**src/rtl/mrjong_load_pkg.sv**
```systemverilog
// Shared constants, types and the byte-address decoder for the Mr. Jong ROM loader.
package mrjong_load_pkg;

  localparam logic [16:0] CPU_BASE  = 17'h00000;
  localparam logic [16:0] CPU_SIZE  = 17'h08000;
  localparam logic [16:0] GFX_BASE  = 17'h08000;
  localparam logic [16:0] GFX_SIZE  = 17'h04000;
  localparam logic [16:0] PROM_BASE = 17'h0C000;
  localparam logic [16:0] PROM_SIZE = 17'h00120;

  localparam int unsigned HOLD_CYCLES_DEF = 64;

  localparam logic [7:0] IDX_ROM = 8'd0;
  localparam logic [7:0] IDX_DIP = 8'd254;

  typedef enum logic [1:0] {
    IDLE  = 2'd0,
    WR_LO = 2'd1,
    WR_HI = 2'd2
  } load_state_t;

  typedef enum logic [1:0] {
    RGN_NONE = 2'd0,
    RGN_CPU  = 2'd1,
    RGN_GFX  = 2'd2,
    RGN_PROM = 2'd3
  } region_t;

  typedef struct packed {
    region_t     region;
    logic [14:0] offset;
  } decode_t;

  // Subtract-then-compare: an address below a base wraps to a large value,
  // so a single unsigned compare checks both ends of the window.
  function automatic decode_t decode_addr(input logic [16:0] a);
    decode_t     r;
    logic [16:0] d_cpu;
    logic [16:0] d_gfx;
    logic [16:0] d_prom;
    d_cpu    = a - CPU_BASE;
    d_gfx    = a - GFX_BASE;
    d_prom   = a - PROM_BASE;
    r.region = RGN_NONE;
    r.offset = 15'd0;
    if (d_cpu < CPU_SIZE) begin
      r.region = RGN_CPU;
      r.offset = d_cpu[14:0];
    end else if (d_gfx < GFX_SIZE) begin
      r.region = RGN_GFX;
      r.offset = d_gfx[14:0];
    end else if (d_prom < PROM_SIZE) begin
      r.region = RGN_PROM;
      r.offset = d_prom[14:0];
    end
    return r;
  endfunction

endpackage

```
**src/rtl/load_reset_hold.sv**
```systemverilog
// Holds the core in reset while a ROM download is active and for HOLD_CYCLES
// cycles after it ends (and after the loader itself leaves reset).
module load_reset_hold
  import mrjong_load_pkg::*;
#(
  parameter int unsigned HOLD_CYCLES = HOLD_CYCLES_DEF
) (
  input  logic clk,
  input  logic rst_n,
  input  logic dl_active,
  output logic core_reset_n
);

  localparam int CW = (HOLD_CYCLES < 1) ? 1 : $clog2(HOLD_CYCLES + 1);
  localparam logic [CW-1:0] HOLD_LOAD = CW'(HOLD_CYCLES);

  logic [CW-1:0] cnt_q, cnt_d;
  logic          done_q, done_d;

  // Reloading on every active cycle makes the falling edge of the download
  // the start of the count: the first inactive cycle sees the full value.
  always_comb begin
    cnt_d = cnt_q;
    if (dl_active) begin
      cnt_d = HOLD_LOAD;
    end else if (cnt_q != '0) begin
      cnt_d = cnt_q - CW'(1);
    end
    done_d = ~dl_active && (cnt_d == '0);
  end

  always_ff @(posedge clk or negedge rst_n) begin
    if (!rst_n) begin
      cnt_q  <= HOLD_LOAD;
      done_q <= 1'b0;
    end else begin
      cnt_q  <= cnt_d;
      done_q <= done_d;
    end
  end

  // Gating with the live condition keeps the core in reset from the very
  // first cycle of a new download, not one cycle later.
  assign core_reset_n = done_q & ~dl_active;

endmodule

```
**src/rtl/mrjong_rom_loader.sv**
```systemverilog
// Mr. Jong ROM loader: splits 16-bit HPS download words into two byte writes
// routed to CPU ROM, graphics ROM or colour PROM, and captures the DIP byte.
module mrjong_rom_loader
  import mrjong_load_pkg::*;
#(
  parameter int unsigned HOLD_CYCLES = HOLD_CYCLES_DEF
) (
  input  logic        clk_sys,
  input  logic        reset_n,
  input  logic        ioctl_download,
  input  logic [7:0]  ioctl_index,
  input  logic        ioctl_wr,
  input  logic [26:0] ioctl_addr,
  input  logic [15:0] ioctl_dout,
  output logic        ioctl_wait,
  output logic [14:0] rom_addr,
  output logic [7:0]  rom_data,
  output logic        cpu_we,
  output logic        gfx_we,
  output logic        prom_we,
  output logic [7:0]  dsw,
  output logic        core_reset_n,
  output logic        busy
);

  // Handshake: ioctl_wr is a single-cycle valid; the loader is ready only in
  // IDLE. ioctl_wait is high while not ready, and a word offered then is
  // dropped without touching the latched word or the state.

  load_state_t state_q, state_d;
  logic [16:0] addr_q, addr_d;
  logic [15:0] data_q, data_d;
  logic        oor_q, oor_d;
  logic        cpu_we_q, cpu_we_d;
  logic        gfx_we_q, gfx_we_d;
  logic        prom_we_q, prom_we_d;
  logic [14:0] rom_addr_q, rom_addr_d;
  logic [7:0]  rom_data_q, rom_data_d;
  logic        wait_q, wait_d;
  logic        busy_q, busy_d;
  logic [7:0]  dsw_q, dsw_d;

  logic        dl_active;
  logic        word_start;
  logic        dip_wr;
  logic        issue;
  logic        byte_ok;
  logic [16:0] byte_addr;
  logic [7:0]  byte_data;
  decode_t     dec;

  assign dl_active  = ioctl_download && (ioctl_index == IDX_ROM);
  assign word_start = ioctl_wr && dl_active;
  assign dip_wr     = ioctl_wr && (ioctl_index == IDX_DIP) &&
                      (ioctl_addr[26:3] == 24'd0) && (ioctl_addr[2:0] == 3'd0);

  // Strobes are computed from the byte about to be issued so that they are
  // registered and appear in the same cycle the FSM enters WR_LO / WR_HI.
  // An out-of-range word still walks the FSM; only its strobes are suppressed.
  always_comb begin
    state_d   = state_q;
    addr_d    = addr_q;
    data_d    = data_q;
    oor_d     = oor_q;
    issue     = 1'b0;
    byte_ok   = 1'b0;
    byte_addr = 17'd0;
    byte_data = 8'd0;
    case (state_q)
      IDLE: begin
        if (word_start) begin
          state_d   = WR_LO;
          addr_d    = ioctl_addr[16:0];
          data_d    = ioctl_dout;
          oor_d     = |ioctl_addr[26:17];
          issue     = 1'b1;
          byte_ok   = ~|ioctl_addr[26:17];
          byte_addr = ioctl_addr[16:0];
          byte_data = ioctl_dout[7:0];
        end
      end
      WR_LO: begin
        state_d   = WR_HI;
        issue     = 1'b1;
        byte_ok   = ~oor_q;
        byte_addr = addr_q + 17'd1;
        byte_data = data_q[15:8];
      end
      WR_HI: begin
        state_d = IDLE;
      end
      default: begin
        state_d = IDLE;
      end
    endcase
  end

  always_comb begin
    dec        = decode_addr(byte_addr);
    cpu_we_d   = issue && byte_ok && (dec.region == RGN_CPU);
    gfx_we_d   = issue && byte_ok && (dec.region == RGN_GFX);
    prom_we_d  = issue && byte_ok && (dec.region == RGN_PROM);
    rom_addr_d = issue ? dec.offset : rom_addr_q;
    rom_data_d = issue ? byte_data : rom_data_q;
    wait_d     = (state_d != IDLE);
    busy_d     = (state_d != IDLE);
    dsw_d      = dip_wr ? ioctl_dout[7:0] : dsw_q;
  end

  always_ff @(posedge clk_sys or negedge reset_n) begin
    if (!reset_n) begin
      state_q    <= IDLE;
      addr_q     <= 17'd0;
      data_q     <= 16'd0;
      oor_q      <= 1'b0;
      cpu_we_q   <= 1'b0;
      gfx_we_q   <= 1'b0;
      prom_we_q  <= 1'b0;
      rom_addr_q <= 15'd0;
      rom_data_q <= 8'd0;
      wait_q     <= 1'b0;
      busy_q     <= 1'b0;
      dsw_q      <= 8'h00;
    end else begin
      state_q    <= state_d;
      addr_q     <= addr_d;
      data_q     <= data_d;
      oor_q      <= oor_d;
      cpu_we_q   <= cpu_we_d;
      gfx_we_q   <= gfx_we_d;
      prom_we_q  <= prom_we_d;
      rom_addr_q <= rom_addr_d;
      rom_data_q <= rom_data_d;
      wait_q     <= wait_d;
      busy_q     <= busy_d;
      dsw_q      <= dsw_d;
    end
  end

  load_reset_hold #(
    .HOLD_CYCLES (HOLD_CYCLES)
  ) u_hold (
    .clk          (clk_sys),
    .rst_n        (reset_n),
    .dl_active    (dl_active),
    .core_reset_n (core_reset_n)
  );

  assign ioctl_wait = wait_q;
  assign busy       = busy_q;
  assign cpu_we     = cpu_we_q;
  assign gfx_we     = gfx_we_q;
  assign prom_we    = prom_we_q;
  assign rom_addr   = rom_addr_q;
  assign rom_data   = rom_data_q;
  assign dsw        = dsw_q;

endmodule

```
**config.mk**
```make
export PLATFORM = sky130hd
export DESIGN_NAME = mrjong_rom_loader
export DESIGN_NICKNAME = d
export VERILOG_FILES = /design/src/rtl/mrjong_load_pkg.sv /design/src/rtl/load_reset_hold.sv /design/src/rtl/mrjong_rom_loader.sv
export SDC_FILE = /design/constraint.sdc
export NUM_CORES = 1
export LEC_CHECK = 0
export BUFFER_PORTS_ARGS = -buffer_cell sky130_fd_sc_hd__buf_2
export CAP_MARGIN = 20
export CORE_MARGIN = 2
export CORE_UTILIZATION = 53
export DETAILED_ROUTE_END_ITERATION = 7
export HOLD_SLACK_MARGIN = 0.03
export PLACE_DENSITY = 0.8
export REMOVE_ABC_BUFFERS = 1
export SYNTH_ARGS = -nofsm -noshare
export SYNTH_HDL_FRONTEND = slang
export SYNTH_HIERARCHICAL = 1
export SYNTH_SLANG_ARGS = --single-unit
```
**constraint.sdc**
```tcl
create_clock -name clk_sys -period 2.7 [get_ports clk_sys]
set_input_delay 0.405 -clock clk_sys [delete_from_list [all_inputs] [get_ports clk_sys]]
set_output_delay 0.405 -clock clk_sys [all_outputs]
set_load 0.02 [all_outputs]
```
==> results_dict.tcl <==
set metrics [dict create \
    power.density_nw_per_um2 550.3 \
    antenna_found_initial 0 \
    htree_levels 3 \
    layout_commonest_cell "nand2_1" \
    vias 3244 \
    path_depth 9 \
    netlist.area_leader.share 0.4856 \
    cts_buffer_depth 2 \
    async_flop_share 1.000 \
    hold_slack_ns 0.07067 \
    gr-usage-met3 0.05048 \
    worstSetupEndpointType "register" \
    fp-row-count 30 \
    ir_drop_mv 0.3057 \
    tightestPinTransition_ns 0.6374 \
    combinationalPowerShare 0.170 \
    power_uw 2399 \
    fillers 569 \
    status "completed" \
    antenna_left 0 \
    crit_top_cell "o21ai_0" \
    grt_pass1_vias 3182 \
    switchingPower_uw 726.8 \
    drt_wl_total_um 8952 \
    avgViaCountPerCell 5.701 \
    worstPathArrival_ns 2.69 \
    r2r-end "rom_addr[0]$_DFFE_PN0P_" \
    synth_area_leader_cell "dfrtp_1" \
    die-width_um 86.50 \
    drt_first_pass_iters 4 \
    fmax_mhz 406.4 \
    critPathCapture "rom_addr[0]$_DFFE_PN0P_" \
    clock_sink_count 71 \
    io_buffers 91 \
    cts_setup_buffers 0 \
    slowest_delay_ns 0.46 \
    cts_root_buffer "clkbuf_8" \
    cp_top_family "simple AND/OR/NAND/NOR gates" \
    final-instance-count-excl-fill 569 \
    drt_iter0_drc 254 \
    cell_internal_pwr_uw 1672 \
    synthDistinctLibCells 64 \
    relSlewSlack 0.5751 \
    multi_input_area_um2 1693 \
    met2_usage 0.4070 \
    globalRouteMet1Util 0.3246 \
    seq_area_um2 1778 \
    gr-usage-all-layers 0.2484 \
    mostFrequentLayoutCells "nand2_1 (107), buf_2 (91), dfrtp_1 (70), o21ai_0 (22), nor2_1 (18)" \
    tns_ns 0 \
    finClkSkew_ns 0.01019 \
    finish.utilization 0.6524 \
    area.growth.synth_to_final_pct 20.85 \
    dp_hpwl_um 6702 \
    yosysWarningCount 6 \
    ios 92 \
    die_area_um2 7482 \
    synth_ff_type "dfrtp_1" \
    dieHeight_um 86.50 \
    syn_inst 391 \
    globalplace.congestion 0.9061 \
    cp_slowest_cell "dfrtp_1" \
    grt_max_degree 45 \
    maxCapViolations 0 \
    reg2regPathDepth 9 \
    rsz0062_at_grt "false" \
    layout-drive-gt1-share 0.3088 \
    hold_buffers 0 \
    nets 542 \
    r2r_slack_ns 0.24 \
    ys_ff_latch 71 \
    core_area_um2 6681 \
    hp-class "in -> async" \
    synth_seq_area_share 0.4929 \
    path_max_fanout 11 \
    cts_resized 0 \
    initial_core_util 0.5399 \
    clk_latency_ns 0.35 \
    overflow 0 \
    drc 0 \
    regToRegStartpoint "addr_q[0]$_DFFE_PN0P_" \
    crit_type "reg -> reg" \
    antenna_cells 0 \
    cts_tree "done" \
    p_leak_uw 0.002248 \
    report.final.slew_viol_count 0 \
    critical_path_buf_inv_count 1 \
    setup_viol 0 \
    syn-cell-area_um2 3607 \
    synth_edf_count 0 \
    path_clk_slew_ns 0.08 \
    cts_buffers 9 \
    min_period_ns 2.461 \
    cp_cell_sequence "ha_1, nand4_1, nor4_1, xnor2_1, o21ai_0, nand2_2, nor2_2, buf_12, o21ai_0" \
    detail_route.wl_per_cell_um 15.73 \
    setup.worst_path.start_class "register" \
    seqPwrFrac 0.516 \
    syn_area_per_cell_um2 9.226 \
    worstPathRequired_ns 2.93 \
    min_period_over_period 0.9114 \
    dp_cells 553 \
    busiest_layer "met2" \
    grt_pass1_wl_um 14550 \
    synth_top_cells_by_area "dfrtp_1 (49%), nand2_1 (11%), o21ai_0 (3.1%)" \
    sw_frac_of_total 0.3029 \
    clkPwrFrac 0.314 \
    startpoint "addr_q[0]$_DFFE_PN0P_" \
    hold_violations 0 \
]
synth_stat cells, types with 3 or more instances:
| master | count |
|---|---|
| a22oi_1 | 9 |
| nand3_1 | 7 |
| nor4b_1 | 3 |
| inv_1 | 10 |
| xnor2_1 | 12 |
| nor4_1 | 6 |
| or4_1 | 4 |
| dfrtp_1 | 70 |
| o21ai_0 | 22 |
| nand4_1 | 9 |
| nor3b_1 | 3 |
| a21oi_1 | 5 |
| nor2_1 | 19 |
| a32o_1 | 4 |
| nand2_1 | 107 |
| xor2_1 | 3 |
| or3_1 | 5 |
| ha_1 | 3 |
| nor3_1 | 11 |
| and3_1 | 3 |
| clkbuf_1 | 15 |
| mux2_2 | 7 |
| o21ai_2 | 8 |
registers in the layout, summed over array words and instances (netlist names):
signal	count
addr_q	17
dsw	8
rom_addr	15
rom_data	8
state_q	2
data_q	8
cpu_we	1
gfx_we	1
u_hold/cnt_q	7
prom_we	1
busy	1
oor_q	1
u_hold/done_q	1
layer usage:
layer / vias to the layer above / routed length [um]
li1: 1549 / -
met1: 1569 / 3827
met2: 105 / 4460
met3: 21 / 453
met4: 0 / 211
met5: - / 0
worst min-delay path by stage:
| stage | from | end | slack, ns | cells after the start |
|---|---|---|---|---|
| final | reset_n | data_q[10]$_DFFE_PN0P_ | 0.07 | 1 |
| after global routing | reset_n | dsw[2]$_DFFE_PN0P_ | 0.13 | 1 |
| after CTS | reset_n | data_q[10]$_DFFE_PN0P_ | 0.09 | 1 |
| after detailed placement | data_q[8]$_DFFE_PN0P_ | data_q[8]$_DFFE_PN0P_ | 0.46 | 2 |
| after global placement | data_q[10]$_DFFE_PN0P_ | data_q[10]$_DFFE_PN0P_ | 0.45 | 2 |
| after floorplan | reset_n | addr_q[0]$_DFFE_PN0P_ | 0.11 | 0 |
cell type report:
class | instances | share of cell area
Timing Repair Buffer | 104 | 0.1326
Tap cell | 80 | 0.02296
Clock buffer | 9 | 0.02842
Clock inverter | 7 | 0.01119
Sequential cell | 71 | 0.4079
Multi-Input combinational cell | 288 | 0.3883
Inverter | 10 | 0.008611
worst reg2reg max path, stage by stage, from the launching register on:
cell	delay, ns
dfrtp_1	0.46
ha_1	0.26
nand4_1	0.19
nor4_1	0.31
xnor2_1	0.12
o21ai_0	0.41
nand2_2	0.18
nor2_2	0.16
buf_12	0.16
o21ai_0	0.09
stage by stage:
stage	setup slack (ns)	area, um^2
floorplan	-0.1212	3506
global placement	0.1967	4187
detailed placement	0.1767	4187
CTS	0.3035	4359
global route	0.08734	4359
finish	0.2391	4359
logic make-up (layout without fill, tap and decap cells):
logic type,Yosys count,after routing,share of synthesized area
and+or+nand+nor,196,196,0.2674
DFF,71,71,0.4929
adders and majority gates,3,3,0.01041
AOI/OAI and AO/OA,65,65,0.1266
xor gates and xnor gates,15,15,0.03642
buffers and inverters,32,130,0.03850
muxes,9,9,0.02775
power by group through the flow:
stage	clock network, uW	logic, uW	registers, uW
after floorplan	0	252	1250
after global placement	0	389	1250
after detailed placement	0	405	1260
after CTS	770	408	1240
after global routing	821	454	1250
final	754	408	1240
Power figures use the tool's default switching activity.
